### config.mk
export PLATFORM = sky130hd
export DESIGN_NAME = bitmap_mem_arbiter
export DESIGN_NICKNAME = d
export VERILOG_FILES = /design/src/rtl/bitmap_mem_arbiter.sv
export SDC_FILE = /design/constraint.sdc
export NUM_CORES = 1
export LEC_CHECK = 0
export ABC_AREA = 1
export CAP_MARGIN = 25
export CORE_MARGIN = 2
export CORE_UTILIZATION = 35
export DETAILED_ROUTE_END_ITERATION = 8
export PLACE_DENSITY = 0.67
export SLEW_MARGIN = 20
export SYNTH_ARGS = -nofsm -noshare
export SYNTH_HDL_FRONTEND = slang
export SYNTH_SLANG_ARGS = --single-unit
### constraint.sdc
create_clock -name clk -period 1.9 [get_ports clk]
set_input_delay 0.19 -clock clk [delete_from_list [all_inputs] [get_ports clk]]
set_output_delay 0.19 -clock clk [all_outputs]
set_load 0.005 [all_outputs]
### src/rtl/bitmap_mem_arbiter.sv
// bitmap_mem_arbiter: shares the bitmap memory between display fetches (priority) and a burst probe engine
module bitmap_mem_arbiter #(
  parameter int Abits        = 11,
  parameter int Dbits        = 8,
  parameter int DEPTH        = 1280,
  parameter int Lbits        = 7,
  parameter int STARVE_LIMIT = 64
) (
  input  logic             clk,
  input  logic             reset_n,
  input  logic             disp_req,
  input  logic [Abits-1:0] disp_addr,
  output logic             disp_valid,
  output logic [Dbits-1:0] disp_data,
  input  logic             prb_start,
  input  logic [Abits-1:0] prb_base,
  input  logic [Lbits-1:0] prb_len,
  output logic             prb_busy,
  output logic             prb_rvalid,
  output logic [Dbits-1:0] prb_rdata,
  output logic             prb_rlast,
  output logic             prb_err,
  output logic             prb_starved,
  output logic [Abits-1:0] bm_addr,
  input  logic [Dbits-1:0] bm_dout
);
  localparam int Wbits = $clog2(STARVE_LIMIT + 1);
  localparam logic [Abits:0] DEPTH_W = (Abits+1)'(DEPTH);
  localparam logic [Wbits-1:0] LIMIT_W = Wbits'(STARVE_LIMIT);
  typedef enum logic {IDLE, BURST} state_t;
  state_t state_q, state_d;
  logic [Abits-1:0] base_q, base_d;
  logic [Lbits-1:0] len_q, len_d, off_q, off_d;
  logic [Wbits-1:0] wait_q, wait_d;
  logic disp_valid_q, disp_valid_d, prb_rvalid_q, prb_rvalid_d, prb_rlast_q, prb_rlast_d;
  logic prb_err_q, prb_err_d, prb_starved_q, prb_starved_d;
  logic [Dbits-1:0] disp_data_q, disp_data_d, prb_rdata_q, prb_rdata_d;
  logic prb_gnt, prb_last, prb_oor, start_ok;
  logic [Abits:0] prb_addr;
  always_comb begin
    prb_addr      = {1'b0, base_q} + (Abits+1)'(off_q);
    prb_gnt       = state_q == BURST && !disp_req;
    prb_last      = prb_gnt && off_q == len_q - 1'b1;
    prb_oor       = prb_addr >= DEPTH_W;
    start_ok      = state_q == IDLE && prb_start && prb_len != '0;
    bm_addr       = disp_req ? disp_addr : prb_gnt ? prb_addr[Abits-1:0] : '0;
    state_d       = start_ok ? BURST : prb_last ? IDLE : state_q;
    base_d        = start_ok ? prb_base : base_q;
    len_d         = start_ok ? prb_len : len_q;
    off_d         = start_ok ? '0 : prb_gnt ? off_q + 1'b1 : off_q;
    wait_d        = (start_ok || prb_gnt) ? '0 :
                    (state_q == BURST && disp_req && wait_q != LIMIT_W) ? wait_q + 1'b1 : wait_q;
    disp_valid_d  = disp_req;
    disp_data_d   = (disp_req && {1'b0, disp_addr} < DEPTH_W) ? bm_dout : '0;
    prb_rvalid_d  = prb_gnt;
    prb_rdata_d   = (prb_gnt && !prb_oor) ? bm_dout : '0;
    prb_rlast_d   = prb_last;
    prb_err_d     = start_ok ? 1'b0 : prb_err_q | (prb_gnt & prb_oor);
    prb_starved_d = start_ok ? 1'b0 : prb_starved_q | (wait_d == LIMIT_W);
  end
  always_ff @(posedge clk or negedge reset_n) begin
    if (!reset_n) begin
      state_q       <= IDLE;
      base_q        <= '0;
      len_q         <= '0;
      off_q         <= '0;
      wait_q        <= '0;
      disp_valid_q  <= 1'b0;
      disp_data_q   <= '0;
      prb_rvalid_q  <= 1'b0;
      prb_rdata_q   <= '0;
      prb_rlast_q   <= 1'b0;
      prb_err_q     <= 1'b0;
      prb_starved_q <= 1'b0;
    end else begin
      state_q       <= state_d;
      base_q        <= base_d;
      len_q         <= len_d;
      off_q         <= off_d;
      wait_q        <= wait_d;
      disp_valid_q  <= disp_valid_d;
      disp_data_q   <= disp_data_d;
      prb_rvalid_q  <= prb_rvalid_d;
      prb_rdata_q   <= prb_rdata_d;
      prb_rlast_q   <= prb_rlast_d;
      prb_err_q     <= prb_err_d;
      prb_starved_q <= prb_starved_d;
    end
  end
  assign prb_busy    = state_q == BURST;
  assign disp_valid  = disp_valid_q;
  assign disp_data   = disp_data_q;
  assign prb_rvalid  = prb_rvalid_q;
  assign prb_rdata   = prb_rdata_q;
  assign prb_rlast   = prb_rlast_q;
  assign prb_err     = prb_err_q;
  assign prb_starved = prb_starved_q;
endmodule

==> metrics.yaml <==
timing:
  max_clock_freq_mhz: 455.5
  fin_skew_ns: 0.009648
  holdWs_ns: 0.3646
  layout_setup_ws_ns: -0.2953
  period_share: 1.155
  rsz0062_at_grt: "yes"
  hold_violations: 0
  worst_slew_pin_slew_ns: 0.4611
  finalSetupViolCount: 17
  slew-limit-headroom: 0.6926
  finalMaxSlewViolations: 0
  fin_crit_ns: 2.195
cts:
  cts_sinks: 54
  clk_path_buf_depth: 2
  clk_latency_ns: 0.30
  cts_buffers: 5
  cts-root-buf: "clkbuf_8"
  path_clk_slew_ns: 0.10
  htreeDepth: 2
  cts_tree: "built"
place:
  gp_congestion: 0.8231
  io_buffers: 73
  dp_hpwl_mm: 5.697
critical_path:
  endpoint_kind: "primary output"
  cp.arrival_ns: 2.01
  cp_slowest_stage_delay_ns: 0.42
  timing.critical_path.buf_inv: 2
  start_kind: "flop"
  cp_slowest_cell: "dfrtp_1"
  regToRegSetupSlack_ns: -0.07
  path_cells: "buf_4 -> fa_2 -> nand2_4 -> nand2_4 -> nand3_2 -> nand2_2 -> nand3_2 -> nand2_2 -> o21ai_1 -> buf_2"
  path_class: "reg2out"
  critical_path_required_ns: 1.71
  critPathMaxFanout: 3
  crit_family: "simple AND/OR/NAND/NOR gates"
power:
  power.leakage_nw: 2.349
  p_per_area_mw_per_mm2: 1366
  fin_total_pwr_mw: 6.242
  vdd_drop_max_mv: 0.6273
logic_synthesis:
  avgSynthCellArea_um2: 7.912
  synth_area_leader_cell: "dfrtp_1"
  ys_seq_elements: 54
  syn_nets: 433
  yosysSeqAreaShare: 0.4494
  synthCells: 380
  ys_types: 31
  synth_area_mm2: 0.003007
  ys_top_cells_by_area: "dfrtp_1 (45%), nand2_1 (14%), inv_1 (7.2%)"
  synth_warnings: 0
  yosysTopAreaCellShare: 0.4494
floorplanning:
  pin_count: 74
  start_util: 0.3641
  core_mm2: 0.008258
  dieArea_mm2: 0.009348
  num_rows: 33
  dieWidth_um: 96.69
  die_y_um: 96.69
drt:
  drc_errors: 0
  first_pass_iters: 4
  wirelength_mm: 8.083
  wl_met1_mm: 3.540
  via_per_inst: 4.702
  vias: 2859
  drtIter0Drc: 105
  routed.top_layer: "met4"
  met3WireLength_um: 251
  postRouteAntennaNets: 0
  wl_met2_mm: 4.231
  wl_per_cell_um: 13.29
grt:
  grt_overflow: 0
  antenna_found_initial: 0
  grt_pass1_wl_mm: 13.35
  grt_max_degree: 38
  grtUsageTotal: 0.1709
  grt_pass1_vias: 2939
final_layout:
  fin_util: 0.5532
  layout_commonest_cell: "nand2_1"
  diodes: 0
  area_growth_pct: 51.94
  fillerInstances: 739
  drive_gt1_frac: 0.2644
  nNetsFinal: 555
  final_cell_mix: "nand2_1 (100), clkdlybuf4s50_1 (61), inv_1 (58), dfrtp_1 (52), buf_4 (39)"
job:
  drv_cap: 0
outcome:
  outcome: "finished with violations"
  violations: "negative setup slack"
worst_hold_path:
  min_path_type: "in2async"
path summary, 6_finish.rpt:
kind | depth (start not counted) | endpoint | startpoint
min in group clk | 3 | prb_rdata[7] | bm_dout[7]
min reg2reg | 2 | base_q[0] | base_q[0]
max reg2reg | 11 | prb_rdata[4] | base_q[1]
max in group asynchronous | 3 | base_q[10] | reset_n
min | 2 | len_q[0] | reset_n
max | 10 | bm_addr[10] | base_q[1]
through the flow:
step / cell area, um2 / setup TNS, ns / std cells / setup slack, ns
floorplan: 3007 / 0 / 380 / 0.05368
global placement: 4109 / -3.156 / 587 / -0.4500
detailed placement: 4109 / -3.615 / 587 / -0.4747
CTS: 4417 / -2.287 / 602 / -0.3029
global route: 4568 / -3.621 / 608 / -0.3745
finish: 4568 / -2.049 / 608 / -0.2953
metal layers:
layer,track usage,vias to the layer above
met4,0.03900,0
met3,0.02818,6
met5,0,-
met1,0.2166,1375
li1,-,1422
met2,0.3056,56
cells in the mapped netlist:
cell type,instances
nand2_1,110
inv_1,58
dfrtp_1,54
nor2_1,27
o21ai_0,24
nand3_1,14
ha_1,11
nor2_2,10
nand2_2,9
xor2_1,9
a21oi_1,7
nor3_1,7
xnor2_1,7
a22o_1,5
clkbuf_1,5
inv_2,4
nand4_1,3
a21oi_2,2
nand3_2,2
a21o_1,1
a21oi_4,1
a31oi_1,1
a32o_1,1
buf_6,1
fa_1,1
nand3_4,1
nand4_2,1
nor2_4,1
nor4_1,1
o211ai_1,1
or2_1,1
report_power, final:
| part | internal [mW] | switching, mW | total, mW |
|---|---|---|---|
| combinational | 1.84 | 1.80 | 3.64 |
| clock | 0.394 | 0.381 | 0.775 |
| sequential | 1.50 | 0.327 | 1.83 |
timing repair:
action / CTS / global route
pin swaps: 27 / 30
resized for setup: 83 / 26
endpoints found under the setup margin: 20 / 22
setup buffers: 7 / 9
hold buffers: 1 / 0
endpoints found under the hold margin: 17 / 0
state kept, by name (all words and copies together) (netlist names):
name,flops
base_q,11
disp_data,8
disp_valid,1
len_q,7
off_q,7
prb_busy,1
prb_err,1
prb_rdata,8
prb_rlast,1
prb_rvalid,1
prb_starved,1
wait_q,7
logic make-up (layout without fill, tap and decap cells):
| logic type | after synthesis | after routing | synth area share |
|---|---|---|---|
| flops | 54 | 54 | 0.4494 |
| fa+ha+maj | 12 | 12 | 0.05243 |
| xor+xnor | 16 | 16 | 0.04661 |
| compound gates | 43 | 43 | 0.08781 |
| simple gates | 187 | 187 | 0.2763 |
| buf+inv | 68 | 191 | 0.08739 |
area by class of cell:
type | instances | area, um2 | area share
clock buffers | 6 | 72.57 | 0.01589
multi-input cells | 258 | 1660 | 0.3635
clock inverters | 2 | 37.54 | 0.008217
flip-flops and latches | 54 | 1354 | 0.2964
well taps | 105 | 131.4 | 0.02876
repair buffers | 121 | 1080 | 0.2364
inverters | 62 | 232.7 | 0.05094
worst register-to-register path: cells and delay by family, from the launching register on:
| family | cells | cell delay (ns) |
|---|---|---|
| adders and majority gates | 1 | 0.41 |
| and+or+nand+nor | 9 | 0.92 |
| buffers and inverters | 1 | 0.15 |
| DFF | 1 | 0.42 |
Note: power is estimated with default switching activity, not from simulation.
